$ cat src/rtl/fft_frame_ctrl_if.sv
// ---------------------------------------------------------------------------
// fft_frame_ctrl_if
// Purpose : bundles the four streams that pass through fft_frame_ctrl.
//   in_*         : unframed sample stream into the sequencer
//   fft_sink_*   : framed sample stream to the FFT core sink port
//   fft_source_* : result stream from the FFT core source port
//   out_*        : tagged result stream (bin index, block exponent)
// Modports:
//   master : the frame controller's view
//   slave  : the environment's view (sample producer, FFT core, result consumer)
// ---------------------------------------------------------------------------
interface fft_frame_ctrl_if #(
  parameter int DW    = 12,
  parameter int LOG2N = 10
);
  logic             in_valid;
  logic             in_ready;
  logic [DW-1:0]    in_real;
  logic [DW-1:0]    in_imag;

  logic             fft_sink_valid;
  logic             fft_sink_ready;
  logic             fft_sink_sop;
  logic             fft_sink_eop;
  logic [DW-1:0]    fft_sink_real;
  logic [DW-1:0]    fft_sink_imag;
  logic [1:0]       fft_sink_error;

  logic             fft_source_valid;
  logic             fft_source_ready;
  logic             fft_source_sop;
  logic             fft_source_eop;
  logic [1:0]       fft_source_error;
  logic [5:0]       fft_source_exp;
  logic [DW-1:0]    fft_source_real;
  logic [DW-1:0]    fft_source_imag;

  logic             out_valid;
  logic             out_ready;
  logic             out_sop;
  logic             out_eop;
  logic [DW-1:0]    out_real;
  logic [DW-1:0]    out_imag;
  logic [LOG2N-1:0] out_index;
  logic [5:0]       out_exp;

  modport master (
    input  in_valid, in_real, in_imag,
    output in_ready,
    output fft_sink_valid, fft_sink_sop, fft_sink_eop, fft_sink_real, fft_sink_imag,
           fft_sink_error,
    input  fft_sink_ready,
    input  fft_source_valid, fft_source_sop, fft_source_eop, fft_source_error,
           fft_source_exp, fft_source_real, fft_source_imag,
    output fft_source_ready,
    output out_valid, out_sop, out_eop, out_real, out_imag, out_index, out_exp,
    input  out_ready
  );

  modport slave (
    output in_valid, in_real, in_imag,
    input  in_ready,
    input  fft_sink_valid, fft_sink_sop, fft_sink_eop, fft_sink_real, fft_sink_imag,
           fft_sink_error,
    output fft_sink_ready,
    output fft_source_valid, fft_source_sop, fft_source_eop, fft_source_error,
           fft_source_exp, fft_source_real, fft_source_imag,
    input  fft_source_ready,
    input  out_valid, out_sop, out_eop, out_real, out_imag, out_index, out_exp,
    output out_ready
  );
endinterface

$ cat src/rtl/fft_frame_ctrl.sv
// ---------------------------------------------------------------------------
// fft_frame_ctrl
// Purpose : frames an unframed complex sample stream into FFT_LEN-sample
//           frames for a streaming FFT core, tags the core's results with bin
//           index and block exponent, checks result-frame integrity and
//           tracks frames in flight inside the core.
// Ports   :
//   clk, reset_n                          clock, async active-low reset
//   cfg_enable/cfg_continuous/cfg_inverse enable, auto-restart, inverse FFT
//   start                                 single-shot frame request pulse
//   err_clr                               clears err_flag/err_code
//   bus (master)                          in_*, fft_sink_*, fft_source_*, out_*
//   fft_inverse                           inverse flag latched per frame
//   busy                                  feeding or frames still in the core
//   frame_done                            pulse after each result-frame eop
//   err_flag, err_code                    sticky first integrity error
//                                         (01 sop, 10 eop, 11 core error)
// ---------------------------------------------------------------------------
module fft_frame_ctrl #(
  parameter int DW           = 12,
  parameter int FFT_LEN      = 1024,
  parameter int LOG2N        = 10,
  parameter int MAX_INFLIGHT = 2
) (
  input  logic               clk,
  input  logic               reset_n,
  input  logic               cfg_enable,
  input  logic               cfg_continuous,
  input  logic               cfg_inverse,
  input  logic               start,
  input  logic               err_clr,
  fft_frame_ctrl_if.master   bus,
  output logic               fft_inverse,
  output logic               busy,
  output logic               frame_done,
  output logic               err_flag,
  output logic [1:0]         err_code
);

  localparam int               IW   = $clog2(MAX_INFLIGHT + 1);
  localparam logic [LOG2N-1:0] LAST = LOG2N'(FFT_LEN - 1);

  typedef enum logic {IDLE, FEED} state_t;

  state_t           state, state_nxt;
  logic [LOG2N-1:0] count;
  logic [LOG2N-1:0] index;
  logic [IW-1:0]    inflight;
  logic             launch;
  logic             sink_hs, sink_eop_hs;
  logic             src_hs, src_eop_hs, src_dec;
  logic             new_err;
  logic [1:0]       new_code;

  assign sink_hs     = (state == FEED) && bus.in_valid && bus.fft_sink_ready;
  assign sink_eop_hs = sink_hs && (count == LAST);
  assign src_hs      = bus.fft_source_valid && bus.out_ready;
  assign src_eop_hs  = src_hs && bus.fft_source_eop;
  // A stray source eop with nothing in flight must not wrap the counter.
  assign src_dec     = src_eop_hs && (inflight != '0);

  // Data paths are pure pass-throughs; only the handshakes are gated by state.
  assign bus.fft_sink_real    = bus.in_real;
  assign bus.fft_sink_imag    = bus.in_imag;
  assign bus.fft_sink_error   = 2'b00;
  assign bus.fft_source_ready = bus.out_ready;
  assign bus.out_valid        = bus.fft_source_valid;
  assign bus.out_sop          = bus.fft_source_sop;
  assign bus.out_eop          = bus.fft_source_eop;
  assign bus.out_real         = bus.fft_source_real;
  assign bus.out_imag         = bus.fft_source_imag;
  assign bus.out_exp          = bus.fft_source_exp;
  assign bus.out_index        = index;

  assign busy = (state == FEED) || (inflight != '0);

  // NOTE: every signal driven here gets a default first, so no path leaves it
  // unassigned and no latch is inferred.
  always_comb begin
    state_nxt          = state;
    launch             = 1'b0;
    bus.in_ready       = 1'b0;
    bus.fft_sink_valid = 1'b0;
    bus.fft_sink_sop   = 1'b0;
    bus.fft_sink_eop   = 1'b0;
    case (state)
      IDLE: begin
        if (cfg_enable && (inflight < IW'(MAX_INFLIGHT)) && (start || cfg_continuous)) begin
          state_nxt = FEED;
          launch    = 1'b1;
        end
      end
      FEED: begin
        bus.fft_sink_valid = bus.in_valid;
        bus.in_ready       = bus.fft_sink_ready;
        bus.fft_sink_sop   = (count == '0);
        bus.fft_sink_eop   = (count == LAST);
        // Leaving only on the eop handshake means dropping enable or
        // continuous mid-frame never truncates the frame.
        if (sink_eop_hs) state_nxt = IDLE;
      end
      default: state_nxt = IDLE;
    endcase
  end

  // Integrity check of one source beat; a core error outranks framing errors.
  always_comb begin
    new_err  = 1'b0;
    new_code = 2'b00;
    if (src_hs) begin
      if (bus.fft_source_error != 2'b00) begin
        new_err  = 1'b1;
        new_code = 2'b11;
      end else if (bus.fft_source_eop != (index == LAST)) begin
        new_err  = 1'b1;
        new_code = 2'b10;
      end else if (bus.fft_source_sop != (index == '0)) begin
        new_err  = 1'b1;
        new_code = 2'b01;
      end
    end
  end

  // NOTE: reset is asynchronous so a mid-frame reset takes effect at once,
  // together with the core that shares reset_n; all state uses non-blocking
  // assignments so every register samples pre-edge values.
  always_ff @(posedge clk or negedge reset_n) begin
    if (!reset_n) begin
      state       <= IDLE;
      count       <= '0;
      fft_inverse <= 1'b0;
    end else begin
      state <= state_nxt;
      if (launch) begin
        count       <= '0;
        fft_inverse <= cfg_inverse;
      end else if (sink_hs) begin
        count <= sink_eop_hs ? '0 : count + 1'b1;
      end
    end
  end

  always_ff @(posedge clk or negedge reset_n) begin
    if (!reset_n) begin
      inflight <= '0;
    end else begin
      case ({sink_eop_hs, src_dec})
        2'b10:   inflight <= inflight + 1'b1;
        2'b01:   inflight <= inflight - 1'b1;
        default: inflight <= inflight;
      endcase
    end
  end

  always_ff @(posedge clk or negedge reset_n) begin
    if (!reset_n) begin
      index      <= '0;
      frame_done <= 1'b0;
    end else begin
      frame_done <= src_eop_hs;
      if (src_hs) begin
        // sop re-anchors the index even inside a corrupted frame.
        if (bus.fft_source_sop)      index <= LOG2N'(1);
        else if (bus.fft_source_eop) index <= '0;
        else                         index <= index + 1'b1;
      end
    end
  end

  always_ff @(posedge clk or negedge reset_n) begin
    if (!reset_n) begin
      err_flag <= 1'b0;
      err_code <= 2'b00;
    end else if (err_clr) begin
      err_flag <= 1'b0;
      err_code <= 2'b00;
    end else if (new_err && !err_flag) begin
      err_flag <= 1'b1;
      err_code <= new_code;
    end
  end

endmodule

$ cat src/flat_wrapper.sv
// flat-port wrapper written by rule: the top's interface ports become plain ports
module fft_frame_ctrl_flat 
#(
  parameter int DW           = 12,
  parameter int FFT_LEN      = 1024,
  parameter int LOG2N        = 10,
  parameter int MAX_INFLIGHT = 2
)
  (clk, reset_n, cfg_enable, cfg_continuous, cfg_inverse, start, err_clr, fft_inverse, busy, frame_done, err_flag, err_code, bus_in_valid, bus_in_real, bus_in_imag, bus_in_ready, bus_fft_sink_valid, bus_fft_sink_sop, bus_fft_sink_eop, bus_fft_sink_real, bus_fft_sink_imag, bus_fft_sink_error, bus_fft_sink_ready, bus_fft_source_valid, bus_fft_source_sop, bus_fft_source_eop, bus_fft_source_error, bus_fft_source_exp, bus_fft_source_real, bus_fft_source_imag, bus_fft_source_ready, bus_out_valid, bus_out_sop, bus_out_eop, bus_out_real, bus_out_imag, bus_out_index, bus_out_exp, bus_out_ready);
  fft_frame_ctrl_if #(.DW(DW), .LOG2N(LOG2N)) bus_i ();
  input  logic clk;
  input  logic reset_n;
  input  logic cfg_enable;
  input  logic cfg_continuous;
  input  logic cfg_inverse;
  input  logic start;
  input  logic err_clr;
  output logic fft_inverse;
  output logic busy;
  output logic frame_done;
  output logic err_flag;
  output logic [1:0] err_code;
  input wire logic [$bits(bus_i.in_valid)-1:0] bus_in_valid;
  input wire logic [$bits(bus_i.in_real)-1:0] bus_in_real;
  input wire logic [$bits(bus_i.in_imag)-1:0] bus_in_imag;
  output wire logic [$bits(bus_i.in_ready)-1:0] bus_in_ready;
  output wire logic [$bits(bus_i.fft_sink_valid)-1:0] bus_fft_sink_valid;
  output wire logic [$bits(bus_i.fft_sink_sop)-1:0] bus_fft_sink_sop;
  output wire logic [$bits(bus_i.fft_sink_eop)-1:0] bus_fft_sink_eop;
  output wire logic [$bits(bus_i.fft_sink_real)-1:0] bus_fft_sink_real;
  output wire logic [$bits(bus_i.fft_sink_imag)-1:0] bus_fft_sink_imag;
  output wire logic [$bits(bus_i.fft_sink_error)-1:0] bus_fft_sink_error;
  input wire logic [$bits(bus_i.fft_sink_ready)-1:0] bus_fft_sink_ready;
  input wire logic [$bits(bus_i.fft_source_valid)-1:0] bus_fft_source_valid;
  input wire logic [$bits(bus_i.fft_source_sop)-1:0] bus_fft_source_sop;
  input wire logic [$bits(bus_i.fft_source_eop)-1:0] bus_fft_source_eop;
  input wire logic [$bits(bus_i.fft_source_error)-1:0] bus_fft_source_error;
  input wire logic [$bits(bus_i.fft_source_exp)-1:0] bus_fft_source_exp;
  input wire logic [$bits(bus_i.fft_source_real)-1:0] bus_fft_source_real;
  input wire logic [$bits(bus_i.fft_source_imag)-1:0] bus_fft_source_imag;
  output wire logic [$bits(bus_i.fft_source_ready)-1:0] bus_fft_source_ready;
  output wire logic [$bits(bus_i.out_valid)-1:0] bus_out_valid;
  output wire logic [$bits(bus_i.out_sop)-1:0] bus_out_sop;
  output wire logic [$bits(bus_i.out_eop)-1:0] bus_out_eop;
  output wire logic [$bits(bus_i.out_real)-1:0] bus_out_real;
  output wire logic [$bits(bus_i.out_imag)-1:0] bus_out_imag;
  output wire logic [$bits(bus_i.out_index)-1:0] bus_out_index;
  output wire logic [$bits(bus_i.out_exp)-1:0] bus_out_exp;
  input wire logic [$bits(bus_i.out_ready)-1:0] bus_out_ready;
  assign bus_i.in_valid = bus_in_valid;
  assign bus_i.in_real = bus_in_real;
  assign bus_i.in_imag = bus_in_imag;
  assign bus_in_ready = bus_i.in_ready;
  assign bus_fft_sink_valid = bus_i.fft_sink_valid;
  assign bus_fft_sink_sop = bus_i.fft_sink_sop;
  assign bus_fft_sink_eop = bus_i.fft_sink_eop;
  assign bus_fft_sink_real = bus_i.fft_sink_real;
  assign bus_fft_sink_imag = bus_i.fft_sink_imag;
  assign bus_fft_sink_error = bus_i.fft_sink_error;
  assign bus_i.fft_sink_ready = bus_fft_sink_ready;
  assign bus_i.fft_source_valid = bus_fft_source_valid;
  assign bus_i.fft_source_sop = bus_fft_source_sop;
  assign bus_i.fft_source_eop = bus_fft_source_eop;
  assign bus_i.fft_source_error = bus_fft_source_error;
  assign bus_i.fft_source_exp = bus_fft_source_exp;
  assign bus_i.fft_source_real = bus_fft_source_real;
  assign bus_i.fft_source_imag = bus_fft_source_imag;
  assign bus_fft_source_ready = bus_i.fft_source_ready;
  assign bus_out_valid = bus_i.out_valid;
  assign bus_out_sop = bus_i.out_sop;
  assign bus_out_eop = bus_i.out_eop;
  assign bus_out_real = bus_i.out_real;
  assign bus_out_imag = bus_i.out_imag;
  assign bus_out_index = bus_i.out_index;
  assign bus_out_exp = bus_i.out_exp;
  assign bus_i.out_ready = bus_out_ready;
  fft_frame_ctrl #(.DW(DW), .FFT_LEN(FFT_LEN), .LOG2N(LOG2N), .MAX_INFLIGHT(MAX_INFLIGHT)) u_core (.clk(clk), .reset_n(reset_n), .cfg_enable(cfg_enable), .cfg_continuous(cfg_continuous), .cfg_inverse(cfg_inverse), .start(start), .err_clr(err_clr), .bus(bus_i), .fft_inverse(fft_inverse), .busy(busy), .frame_done(frame_done), .err_flag(err_flag), .err_code(err_code));
endmodule
$ cat config.mk
export PLATFORM = sky130hd
export DESIGN_NAME = fft_frame_ctrl_flat
export DESIGN_NICKNAME = d
export VERILOG_FILES = /design/src/rtl/fft_frame_ctrl_if.sv /design/src/rtl/fft_frame_ctrl.sv /design/src/flat_wrapper.sv
export SDC_FILE = /design/constraint.sdc
export NUM_CORES = 1
export LEC_CHECK = 0
export CAP_MARGIN = 30
export CORE_UTILIZATION = 30
export DETAILED_ROUTE_END_ITERATION = 16
export PLACE_DENSITY_LB_ADDON = 0.12
export SLEW_MARGIN = 25
export SYNTH_ARGS = -nofsm -noshare
export SYNTH_HDL_FRONTEND = slang
export SYNTH_SLANG_ARGS = --single-unit
$ cat constraint.sdc
create_clock -name clk -period 3.8 [get_ports clk]
set_input_delay 1.14 -clock clk [delete_from_list [all_inputs] [get_ports clk]]
set_output_delay 1.14 -clock clk [all_outputs]
set_load 0.05 [all_outputs]
# After elaboration in Yosys (flattened, before gate mapping)
# Cells that the tools add are included.
word_totals:
  ff_bits: 28
  out_inout_bits: 80
  elab_cells: 65
op_classes:
  n_addsub: 4
  n_lt_le_gt_ge: 1
  n_eq_ne: 6
  n_mux: 26
  bitwise_logic: 1
  reduce_logical: 19
op_table:
  columns: ["cell", "n"]
  rows:
  - ["2-to-1 mux 10 bit", 5]
  - ["adder 10 x 1 -> 10 bit, second input constant", 2]
  - ["== test 10 bit, second input constant", 2]
  - ["zero test 10 bit", 2]
  - ["2-to-1 mux 1 bit", 14]
  - ["2-to-1 mux 2 bit", 5]
  - ["nonzero test 2 bit", 5]
  - ["logical AND 1 bit", 9]
  - ["one-hot mux 2 bit (2 select lines)", 1]
  - ["adder 2 x 1 -> 2 bit, second input constant", 1]
  - ["== test 2 x 1 -> 1 bit, second input constant", 1]
  - ["== test 2 bit, second input constant", 1]
  - ["logical OR 1 bit", 2]
  - ["less-than comparator 2 bit, second input constant", 1]
  - ["inequality test 1 bit", 2]
  - ["one-hot mux 1 bit (2 select lines)", 1]
  - ["subtractor 2 x 1 -> 2 bit, second input constant", 1]
  - ["zero test 1 bit", 1]
  - ["inverter 1 bit", 1]

# Depth between registers and ports, before layout
logic_depth:
  depth_word: 9
  ltp_mapped: 8

# Worst setup path after synthesis
# OpenSTA, ideal clock, no wires.
synth_timing:
  kind: "input to output"
  from: "input bus_fft_sink_ready"
  to: "output bus_in_ready"
  arrival_time_ps: 1552
  path_slack_ps: 1108
  stages: 1
  path_buffers: 0
  cell_sequence: "and2_1"
synth_between:
  elab_chain_len: 1
synth_lines:
  columns: ["item", "line_no", "rtl"]
  rows:
  - ["from (decl)", "flat_wrapper.sv:33", "input wire logic [$bits(bus_i.fft_sink_ready)-1:0] bus_fft_sink_ready;"]
  - ["2-to-1 mux 1 bit", "fft_frame_ctrl.sv:86", "case (state)"]
  - ["to (decl)", "flat_wrapper.sv:26", "output wire logic [$bits(bus_i.in_ready)-1:0] bus_in_ready;"]
# Every way passes these cells.

# Worst setup path in the final report
layout_timing:
  from: "register u_core.count[2]"
  to: "output bus_fft_sink_eop"
layout_between:
  elab_chain_len: 2
layout_lines:
  columns: ["item", "line_no", "rtl"]
  rows:
  - ["from (decl)", "fft_frame_ctrl.sv:46", "logic [LOG2N-1:0] count;"]
  - ["from (signal assigned)", "fft_frame_ctrl.sv:138", "count <= sink_eop_hs ? '0 : count + 1'b1;"]
  - ["== test 10 bit", "fft_frame_ctrl.sv:97", "bus.fft_sink_eop = (count == LAST);"]
  - ["2-to-1 mux 1 bit", "fft_frame_ctrl.sv:86", null]
  - ["to (decl)", "flat_wrapper.sv:29", "output wire logic [$bits(bus_i.fft_sink_eop)-1:0] bus_fft_sink_eop;"]
# Every way passes these cells.

==> results.py <==
metrics = {
    "run_status": {
        "status": "finished clean",
    },
    "routing": {
        "drt-pass1-iter-count": 4,
        "vias": 1477,
        "ant_nets": 0,
        "drc": 0,
        "drt-wirelength-per-cell_um": 14.3,
        "drt_iter0_markers": 39,
        "wirelength_um": 4200,
        "routed_via_density": 5.04,
    },
    "global_route": {
        "grt_max_degree": 29,
        "grt_use_total_pct": 11.8,
        "grt_pass1_wl_um": 6880,
        "antenna_found_initial": 0,
        "grt_overflow": 0,
        "first_global_vias": 1407,
    },
    "yosys": {
        "synth_edf_count": 0,
        "netlist_instances": 232,
        "avgSynthCellArea_um2": 8.98,
        "synth_top_cell_by_area": "dfrtp_1",
        "ys_top_cells_by_area": "dfrtp_1 34%, buf_4 22%, ha_1 3.0%",
        "syn_area_um2": 2080,
        "synth_cell_types": 45,
        "synth-seq-cells": 28,
        "yosysTopAreaCellShare_pct": 33.6,
        "ys_warn_count": 0,
        "synth_ff_type": "dfrtp_1",
        "async_flop_share_pct": 100,
        "ys_seq_area_share_pct": 33.6,
    },
    "placed_design": {
        "gp_congestion": 0.801,
        "dp_hpwl_um": 3010,
        "port_buffers": 38,
        "placed_area_um2": 2160,
    },
    "clock_tree": {
        "numCtsBuffers": 3,
        "cts_buffer_depth": 2,
        "insertion_delay_ns": 0.27,
        "cts.sinks": 28,
        "clk_pin_slew_worst_paths_ns": 0.10,
        "cts_resized": 0,
        "ctsHtreeMaxLevel": 1,
        "postCtsSetupRepairBufs": 0,
        "cts_tree": "done",
        "holdBufCountCts": 0,
        "ctsRootBufferMaster": "clkbuf_8",
    },
    "floorplan": {
        "die_w_um": 85.3,
        "chipHeight_um": 85.3,
        "core_area_um2": 6760,
        "die_area_um2": 7280,
        "initial_utilization_pct": 30.8,
        "placementRows": 30,
        "io_pins": 149,
    },
    "timing": {
        "max_freq_ghz": 0.299,
        "tightest_slew_ns": 0.510,
        "setup_tns_ns": 0,
        "fin_worst_skew_ns": 0.00893,
        "drv_slew": 0,
        "hold_viol": 0,
        "relSlewSlack_pct": 65.9,
        "rsz0062_at_grt": "false",
        "fin_crit_sh_pct": 87.9,
        "setup-violations-final": 0,
        "period_needed_ns": 3.34,
    },
    "setup_path": {
        "arrival_ns": 2.20,
        "critPathMaxFanout": 6,
        "crit_type": "flop to output pin",
        "reg2reg_depth": 5,
        "r2r_start": "u_core.bus.out_index[1]",
        "setup.worst_path.start": "u_core.count[2]",
        "r2r_slack_ns": 1.79,
        "cp-endpoint": "bus_fft_sink_eop",
        "worstPathRequired_ns": 2.66,
        "r2r-end": "u_core.err_code[0]",
        "start_kind": "flop",
        "crit_path_end_kind": "output pin",
    },
    "run": {
        "cap_viol_max_count": 0,
    },
    "layout": {
        "layout-drive-gt1-share_pct": 10.3,
        "antenna_cells": 0,
        "syn2layout_area_growth_pct": 5.59,
        "fin_area_um2": 2200,
        "final_core_util_pct": 32.6,
        "nFillCells": 699,
        "fin_nets": 289,
    },
    "power": {
        "ir_drop_mv": 0.144,
        "power_density_nw_per_um2": 385,
        "p_leak_nw": 0.882,
    },
    "hold_path": {
        "hold_path_startpoint": "u_core.fft_inverse",
        "holdCritPathClass": "flop to flop",
    },
}
-- layout by cell type (no fill, tap or decap), types with 3 or more instances in the layout --
| cell type | count |
|---|---|
| a21oi_1 | 9 |
| and3_1 | 4 |
| and4_1 | 3 |
| buf_12 | 4 |
| buf_4 | 5 |
| clkbuf_8 | 3 |
| clkdlybuf4s50_1 | 32 |
| dfrtp_1 | 28 |
| ha_1 | 5 |
| inv_1 | 9 |
| nand2_1 | 10 |
| nand3_1 | 8 |
| nand4_1 | 6 |
| nor2_1 | 16 |
| nor3_1 | 7 |
| o21ai_0 | 5 |
| o31ai_1 | 8 |
| or3_1 | 3 |
| or4_1 | 7 |
| xnor2_1 | 6 |
| xor2_1 | 5 |
-- synth_stat cells (2+ instances only) --
library cell and count:
nand2_1 10, nor3_1 7, o31ai_1 8, a21oi_1 9, or3_1 3, and4_1 3
or4_1 7, clkbuf_1 3, nor2_1 16, dfrtp_1 28, buf_4 60, or2_2 2
ha_1 5, nand4_1 6, nand2b_1 2, nor2b_1 2, nand3_1 8, xor2_1 5
inv_1 9, xnor2_1 6, and3_1 4, and2_1 2, o21ai_0 5
-- cell families (layout without fill, tap and decap cells) --
group,count (synthesis),after routing,synth area share [%]
AND/OR/NAND/NOR,80,80,22.6
adder cells (fa/ha/maj),5,5,3.00
buffers and inverters,73,53,24.0
other,1,2,0.180
XOR/XNOR,11,11,4.62
multiplexers,1,1,0.541
flip-flops,28,28,33.6
AO/OA/AOI/OAI,33,33,11.4
-- worst max-delay path: stages, from the launching register on --
cell and delay (ns):
dfrtp_1 0.45, and4_1 0.31, nand2_1 0.09, nor2_1 0.12, and3_1 0.16, clkdlybuf4s50_1 0.79
-- state kept, by name, indices dropped and copies added, names as in the netlist --
| name | count |
|---|---|
| u_core.count | 10 |
| u_core.bus.out_index | 10 |
| u_core.err_flag | 1 |
| u_core.err_code | 2 |
| u_core.state | 1 |
| u_core.fft_inverse | 1 |
| u_core.frame_done | 1 |
| u_core.inflight | 2 |
-- per-stage QoR --
step | power [W] | setup WS, ns | hold WS (ns) | instances
6_report | 0.000847 | 0.459 | 0.521 | 293
5_1_grt | 0.000907 | 0.314 | 0.552 | 293
4_1_cts | 0.000862 | 0.443 | 0.529 | 293
3_5_place_dp | 0.000692 | 0.629 | 0.504 | 290
3_3_place_gp | 0.000694 | 0.620 | 0.501 | 290
2_1_floorplan | 0.000729 | 1.11 | 0.499 | 233
-- how the worst min path moves through the flow --
stage	to	slack, ns	cells after the start
2_1_floorplan	u_core.inflight[0]	0.50	1
3_3_place_gp	u_core.fft_inverse	0.50	1
3_5_place_dp	u_core.fft_inverse	0.50	1
4_1_cts	u_core.fft_inverse	0.53	1
5_1_grt	u_core.fft_inverse	0.55	1
6_report	u_core.fft_inverse	0.52	1
-- where the power goes --
| group | switching (W) | internal [W] |
|---|---|---|
| Clock | 0.0000946 | 0.0000712 |
| Sequential | 0.0000455 | 0.000333 |
| Combinational | 0.000183 | 0.000120 |
| Total | 0.000323 | 0.000524 |
-- routing by layer --
metal / up-vias / share of wire [%] / global-route usage, %
li1: 714 / - / -
met1: 706 / 48 / 15.5
met2: 45 / 46 / 19.4
met3: 12 / 5.1 / 2.82
met4: 0 / 0.69 / 3.03
met5: - / 0 / 0
-- area by class of cell --
type                            instances  area [um^2]  share of cell area (%)
Clock buffer                            3         41.3                    1.88
Inverter                                9         33.8                    1.54
Multi-Input combinational cell        132          886                    40.3
Sequential cell                        28          701                    31.9
Tap cell                               80          100                    4.55
Timing Repair Buffer                   41          438                    19.9
No activity file was read; power rests on OpenSTA's default activity.
